### config.mk
export PLATFORM = sky130hd
export DESIGN_NAME = servo_pwm_multi_slew
export DESIGN_NICKNAME = d
export VERILOG_FILES = /design/src/rtl/servo_pkg.sv /design/src/rtl/servo_slew_channel.sv /design/src/rtl/servo_pwm_multi_slew.sv
export SDC_FILE = /design/constraint.sdc
export NUM_CORES = 1
export LEC_CHECK = 0
export ABC_AREA = 1
export CORE_UTILIZATION = 44
export CTS_BUF_LIST = sky130_fd_sc_hd__clkbuf_8
export CTS_CLUSTER_DIAMETER = 30
export DETAILED_ROUTE_END_ITERATION = 7
export SLEW_MARGIN = 0
export SYNTH_ARGS = -nofsm -noshare
export SYNTH_HDL_FRONTEND = slang
export SYNTH_SLANG_ARGS = --single-unit
### constraint.sdc
create_clock -name clk -period 8.5 [get_ports clk]
set_input_delay 1.7 -clock clk [delete_from_list [all_inputs] [get_ports clk]]
set_output_delay 1.7 -clock clk [all_outputs]
set_load 0.01 [all_outputs]
### src/rtl/servo_pkg.sv
// Shared constants, types and helpers for the multi-channel servo PWM block.
package servo_pkg;

    localparam int ANGLE_W = 8;

    // Default frame geometry: 20 ms frame at 50 MHz, 0.6 ms .. 2.4 ms pulse.
    localparam int DEF_PERIOD_CYC = 1000000;
    localparam int DEF_MIN_WIDTH  = 30000;
    localparam int DEF_STEP_CYC   = 500;
    localparam int DEF_MAX_ANGLE  = 180;

    typedef logic [ANGLE_W-1:0] angle_t;

    // Pulse width in clock cycles for a given angle.
    function automatic logic [31:0] angle_to_width(
        input angle_t      angle,
        input int unsigned min_width,
        input int unsigned step_cyc
    );
        return min_width + 32'(angle) * step_cyc;
    endfunction

endpackage

### src/rtl/servo_slew_channel.sv
// One servo channel: slew-limited current angle, frame-latched pulse width
// and enable, registered PWM output and at-target flag.
module servo_slew_channel
    import servo_pkg::*;
#(
    parameter int CNT_W      = 20,
    parameter int MIN_WIDTH  = DEF_MIN_WIDTH,
    parameter int STEP_CYC   = DEF_STEP_CYC,
    parameter int SLEW_DEG   = 2,
    parameter int HOME_ANGLE = 90
) (
    input  logic             clk,
    input  logic             rst,
    input  angle_t           i_tgt,
    input  logic             i_en,
    input  logic             i_boundary,
    input  logic [CNT_W-1:0] i_cnt_next,
    output logic             o_pwm,
    output logic             o_at_target
);

    localparam angle_t           HOME_ANG   = ANGLE_W'(HOME_ANGLE);
    localparam logic [CNT_W-1:0] HOME_WIDTH = CNT_W'(angle_to_width(HOME_ANG, MIN_WIDTH, STEP_CYC));
    localparam logic [ANGLE_W:0] SLEW_MAG   = (ANGLE_W+1)'(SLEW_DEG);
    localparam angle_t           SLEW_ANG   = ANGLE_W'(SLEW_DEG);

    angle_t           r_cur_angle;
    logic [CNT_W-1:0] r_width_lat;
    logic             r_en_lat;
    logic             r_pwm;
    logic             r_at_target;

    logic signed [ANGLE_W:0] w_diff;
    logic [ANGLE_W:0]        w_abs_diff;
    angle_t                  w_step_angle;
    angle_t                  w_new_angle;
    angle_t                  w_angle_next;
    logic [CNT_W-1:0]        w_width_next;
    logic                    w_en_next;

    // Next-state of angle, width and enable; only the boundary cycle may change them.
    always_comb begin
        w_diff     = $signed({1'b0, i_tgt}) - $signed({1'b0, r_cur_angle});
        w_abs_diff = w_diff[ANGLE_W] ? $unsigned(-w_diff) : $unsigned(w_diff);
        // A step of exactly SLEW_DEG or less lands on the target, so no overshoot.
        if (SLEW_DEG == 0 || w_abs_diff <= SLEW_MAG) begin
            w_step_angle = i_tgt;
        end else if (w_diff[ANGLE_W]) begin
            w_step_angle = r_cur_angle - SLEW_ANG;
        end else begin
            w_step_angle = r_cur_angle + SLEW_ANG;
        end
        w_new_angle  = i_en ? w_step_angle : r_cur_angle;
        w_angle_next = i_boundary ? w_new_angle : r_cur_angle;
        w_en_next    = i_boundary ? i_en : r_en_lat;
        w_width_next = i_boundary ? CNT_W'(angle_to_width(w_new_angle, MIN_WIDTH, STEP_CYC))
                                  : r_width_lat;
    end

    // Channel state; PWM compares next-state counter and latches so the
    // registered output rises together with frame_start.
    always_ff @(posedge clk or posedge rst) begin
        if (rst) begin
            r_cur_angle <= HOME_ANG;
            r_width_lat <= HOME_WIDTH;
            r_en_lat    <= 1'b0;
            r_pwm       <= 1'b0;
            r_at_target <= 1'b0;
        end else begin
            r_cur_angle <= w_angle_next;
            r_width_lat <= w_width_next;
            r_en_lat    <= w_en_next;
            r_pwm       <= w_en_next && (i_cnt_next < w_width_next);
            if (i_boundary) begin
                r_at_target <= (w_new_angle == i_tgt);
            end
        end
    end

    assign o_pwm       = r_pwm;
    assign o_at_target = r_at_target;

endmodule

### src/rtl/servo_pwm_multi_slew.sv
// N-channel hobby-servo PWM generator with a shared frame counter and
// per-channel slew-limited angle tracking.
module servo_pwm_multi_slew
    import servo_pkg::*;
#(
    parameter int N_CH       = 4,
    parameter int PERIOD_CYC = DEF_PERIOD_CYC,
    parameter int MIN_WIDTH  = DEF_MIN_WIDTH,
    parameter int STEP_CYC   = DEF_STEP_CYC,
    parameter int MAX_ANGLE  = DEF_MAX_ANGLE,
    parameter int SLEW_DEG   = 2,
    parameter int HOME_ANGLE = 90,
    parameter int CNT_W      = 20
) (
    input  logic                    clk,
    input  logic                    rst,
    input  logic [ANGLE_W*N_CH-1:0] angle_in,
    input  logic [N_CH-1:0]         ch_en,
    output logic [N_CH-1:0]         servo_pwm,
    output logic                    frame_start,
    output logic [N_CH-1:0]         at_target
);

    if (MIN_WIDTH + MAX_ANGLE * STEP_CYC >= PERIOD_CYC) begin : g_bad_width
        $error("servo_pwm_multi_slew: maximum pulse width does not fit in the frame");
    end
    if (HOME_ANGLE > MAX_ANGLE) begin : g_bad_home
        $error("servo_pwm_multi_slew: HOME_ANGLE exceeds MAX_ANGLE");
    end
    if (longint'(PERIOD_CYC - 1) >= (longint'(1) << CNT_W)) begin : g_bad_cnt_w
        $error("servo_pwm_multi_slew: CNT_W too narrow for PERIOD_CYC");
    end

    localparam logic [CNT_W-1:0] LAST_CNT = CNT_W'(PERIOD_CYC - 1);

    // Saturate a raw command byte to the mechanical range.
    function automatic angle_t clamp_angle(input angle_t a);
        return (int'(a) > MAX_ANGLE) ? ANGLE_W'(MAX_ANGLE) : a;
    endfunction

    logic [CNT_W-1:0] r_cnt;
    logic             r_frame_start;
    logic             w_boundary;
    logic [CNT_W-1:0] w_cnt_next;

    assign w_boundary = (r_cnt == LAST_CNT);
    assign w_cnt_next = w_boundary ? '0 : r_cnt + CNT_W'(1);

    // Shared frame counter; frame_start marks cnt==0 except right after reset.
    always_ff @(posedge clk or posedge rst) begin
        if (rst) begin
            r_cnt         <= '0;
            r_frame_start <= 1'b0;
        end else begin
            r_cnt         <= w_cnt_next;
            r_frame_start <= w_boundary;
        end
    end

    assign frame_start = r_frame_start;

    for (genvar g = 0; g < N_CH; g++) begin : g_ch
        angle_t w_tgt;
        assign w_tgt = clamp_angle(angle_in[g*ANGLE_W +: ANGLE_W]);

        servo_slew_channel #(
            .CNT_W      (CNT_W),
            .MIN_WIDTH  (MIN_WIDTH),
            .STEP_CYC   (STEP_CYC),
            .SLEW_DEG   (SLEW_DEG),
            .HOME_ANGLE (HOME_ANGLE)
        ) u_ch (
            .clk         (clk),
            .rst         (rst),
            .i_tgt       (w_tgt),
            .i_en        (ch_en[g]),
            .i_boundary  (w_boundary),
            .i_cnt_next  (w_cnt_next),
            .o_pwm       (servo_pwm[g]),
            .o_at_target (at_target[g])
        );
    end

endmodule
==> flow_metrics.tcl <==
set metrics [dict create \
    synth-compound-area-share_pct 8.57 \
    dr.pass1.iters 5 \
    root_buffer "clkbuf_8" \
    antenna_found_initial 0 \
    layout.nets 3591 \
    postCtsHoldBufs 0 \
    synthAdderAreaFrac_pct 27.8 \
    start_kind "primary input" \
    p_leak_nw 14.7 \
    crit_family "adder cells" \
    grt_overflow 0 \
    cap_violations 0 \
    chipHeight_um 211 \
    arrival_ns 9.42 \
    reg2reg_to "g_ch[2].u_ch.o_pwm" \
    layout-drive-gt1-share_pct 34.3 \
    instances_no_fill 3777 \
    worstPathRequired_ns 8.88 \
    hold_path_end "g_ch[1].u_ch.r_width_lat[0]" \
    synth_async_sr_flop_share_pct 100 \
    fin_ws_ns -0.538 \
    cts_buffers 17 \
    maxSlewHeadroom_pct 9.90 \
    synth_top_area_share_pct 18.5 \
    path_clk_slew_ns 0.09 \
    h-tree-depth 4 \
    grt_max_degree 88 \
    row_count 76 \
    grt_use_total_pct 22.8 \
    pin_count 47 \
    ff2ff_path_depth 45 \
    synthMuxAreaShare_pct 0 \
    drt_iter0_markers 763 \
    ant_nets 0 \
    reg2reg_from "g_ch[2].u_ch.r_cur_angle[1]" \
    hold_start "g_ch[1].u_ch.r_width_lat[0]" \
    grt_pass1_wl_um 84000 \
    postSynthAreaPerCell_um2 7.24 \
    cp-end-kind "register" \
    clk_path_buf_depth 2 \
    chipWidth_um 211 \
    viasPerCell 4.87 \
    yosys.area_share.xor_xnor_pct 4.59 \
    outcome "complete, but fails checks" \
    whs_path_depth 2 \
    yosys.area_share.simple_pct 27.8 \
    fillerInstances 3877 \
    cp_slowest_stage_delay_ns 0.56 \
    slew_viol_final 0 \
    power.density_mw_per_mm2 281 \
    r2r_setup_slack_ns 0.84 \
    setup_violations 4 \
    timing.final.crit_share_pct 106 \
    die_area_mm2 0.0446 \
    violations "negative setup slack" \
    ys.flop_type "dfrtp_1" \
    cpMaxStageDelayCell "fa_2" \
    synthTopCellsByArea "ha_1 (19%), dfrtp_1 (13%), inv_1 (11%)" \
    crit_buf_inv 7 \
    dpl.cell_count 3682 \
    syn_inst 2661 \
    hold_path_class "reg -> reg" \
    synth_seq_cells 145 \
    vias 18396 \
    syn_nets 3073 \
    place_congestion 0.901 \
    synth_seq_area_share_pct 19.2 \
    grt_pass1_vias 18180 \
    synth_warnings 0 \
    synth.cell_area_mm2 0.0193 \
    synth_edf_count 0 \
    cp_max_fo 6 \
    finalCriticalPeriod_ns 9.04 \
    antenna_cells 0 \
    finalWirelength_um 50200 \
    core_area_mm2 0.0431 \
    hpwlAfterDp_um 39200 \
    fmax_mhz 111 \
    clock_latency_ns 0.51 \
    synthToLayoutAreaGrowth_pct 36.7 \
    vdd_drop_max_v 0.000310 \
    clkSinkCount 145 \
    cp_common_cell "nor2_1" \
    drc 0 \
    rsz0062_at_grt "true" \
    hold_viol 0 \
    wl_per_cell_um 13.3 \
    critPathKind "in -> reg" \
    detailedPlace.worstSlack_ns -1.63 \
    start_util_pct 44.7 \
    skew_ns 0.0228 \
    netlist-cell-type-count 51 \
    yosys.area.top_type "ha_1" \
    synth_top_family_by_area "simple AND/OR/NAND/NOR gates" \
    port_buffers 46 \
    worst_slew_pin_slew_ns 1.34 \
    cts_tree "built" \
]
## cell type report
class	instances	area (um^2)	share of cell area, %
inverter	569	2210	8.39
multi-input combinational	1906	15100	57.4
clock inverter	14	150	0.571
timing repair buffer	540	4170	15.9
clock buffer	18	248	0.941
sequential	145	3690	14.0
tap	585	732	2.78
## flip-flops by register name, indices dropped and copies added, names as in the netlist
signal / flops
g_ch.u_ch.r_width_lat: 80
g_ch.u_ch.r_cur_angle: 32
r_cnt: 20
g_ch.u_ch.o_at_target: 4
g_ch.u_ch.o_pwm: 4
g_ch.u_ch.r_en_lat: 4
frame_start: 1
## power by group
| group | internal [W] | total (W) | switching (W) | leakage (nW) |
|---|---|---|---|---|
| Clock | 0.000250 | 0.000568 | 0.000318 | 0.203 |
| Sequential | 0.000692 | 0.000694 | 0.00000116 | 1.66 |
| Combinational | 0.00309 | 0.00612 | 0.00303 | 12.8 |
## synth_stat cells, drive strengths merged, types with 38 or more instances
cell     n
ha     285
nand3  228
xor2    74
o21ai  115
inv    566
dfstp   48
nand2  628
or2     38
nor2   178
fa      89
a21oi  123
dfrtp   97
## metrics by stage
step                hold WS [ns]  util (%)  area (um^2)  total power [W]  setup TNS, ns
detailed placement         0.442      55.7        24000          0.00602         -22.59
floorplan                  0.426         -        19800          0.00407          -1.39
CTS                        0.468      58.1        25000          0.00688          -2.49
global route               0.480      61.1        26300          0.00816          -4.14
global placement           0.438      55.7        24000          0.00593         -17.40
finish                     0.463      61.1        26300          0.00738          -1.61
## how the worst max path moves through the flow
stage	from	endpoint	slack (ns)	cells after the start
after floorplan	angle_in[30]	g_ch[3].u_ch.o_pwm	-0.42	46
after global placement	angle_in[4]	g_ch[0].u_ch.o_pwm	-1.41	52
after detailed placement	angle_in[23]	g_ch[2].u_ch.o_pwm	-1.63	57
after CTS	angle_in[1]	g_ch[0].u_ch.o_pwm	-0.73	46
after global routing	angle_in[22]	g_ch[2].u_ch.o_pwm	-0.95	49
final	angle_in[22]	g_ch[2].u_ch.o_pwm	-0.54	48
## what timing repair did
action / in CTS / in global routing
pin swaps: 104 / 235
buffers inserted: 34 / 34
endpoints found under the setup margin: 22 / 26
resized for setup: 148 / 328
## worst register-to-register path: cells and delay by family (launching register included)
family	cells	cell delay, ns
AND/OR/NAND/NOR	25	2.41
XOR/XNOR	2	0.42
AO/OA/AOI/OAI	5	0.84
adder cells (fa/ha/maj)	7	2.85
buffers and inverters	6	0.42
flip-flops	1	0.63
## kinds of logic after synthesis
logic type,count (synthesis)
and+or+nand+nor,1140
buffers and inverters,610
adders and majority gates,374
AOI/OAI and AO/OA,291
DFF,145
xor gates and xnor gates,101
## placed cells by master (no fill, tap or decap), types with 6 or more instances in the layout
cell type        count
nand3_1            164
inv_2               43
nand2_4             49
xor2_2               6
nor2_1             135
o21ai_0             76
and2_1               6
clkdlybuf4s50_1     14
buf_6               23
dfrtp_1             97
fa_2                 6
o21ai_2             15
nand2_1            502
nor2_2              27
ha_4                51
inv_4               11
buf_4              482
xor2_1              67
inv_1              506
nand2_2             76
ha_1               232
clkbuf_8            18
nor2_4              13
dfstp_2             48
nand3b_1            10
nor3_1              14
fa_1                83
nand3_2             55
nand4_1             20
a21oi_1             87
o21ai_1             23
nand3_4              9
xnor2_1             24
clkbuf_2            12
a21oi_2             31
or2_2               33
## metal layers
layer | GRT usage (%) | up-vias | part of all wire, %
met3 | 2.68 | 43 | 3.3
li1 | - | 9419 | -
met5 | 0 | - | 0
met4 | 4.62 | 0 | 1.1
met2 | 38.8 | 282 | 49
met1 | 31.1 | 8652 | 47
(Power assumes the default switching activity.)
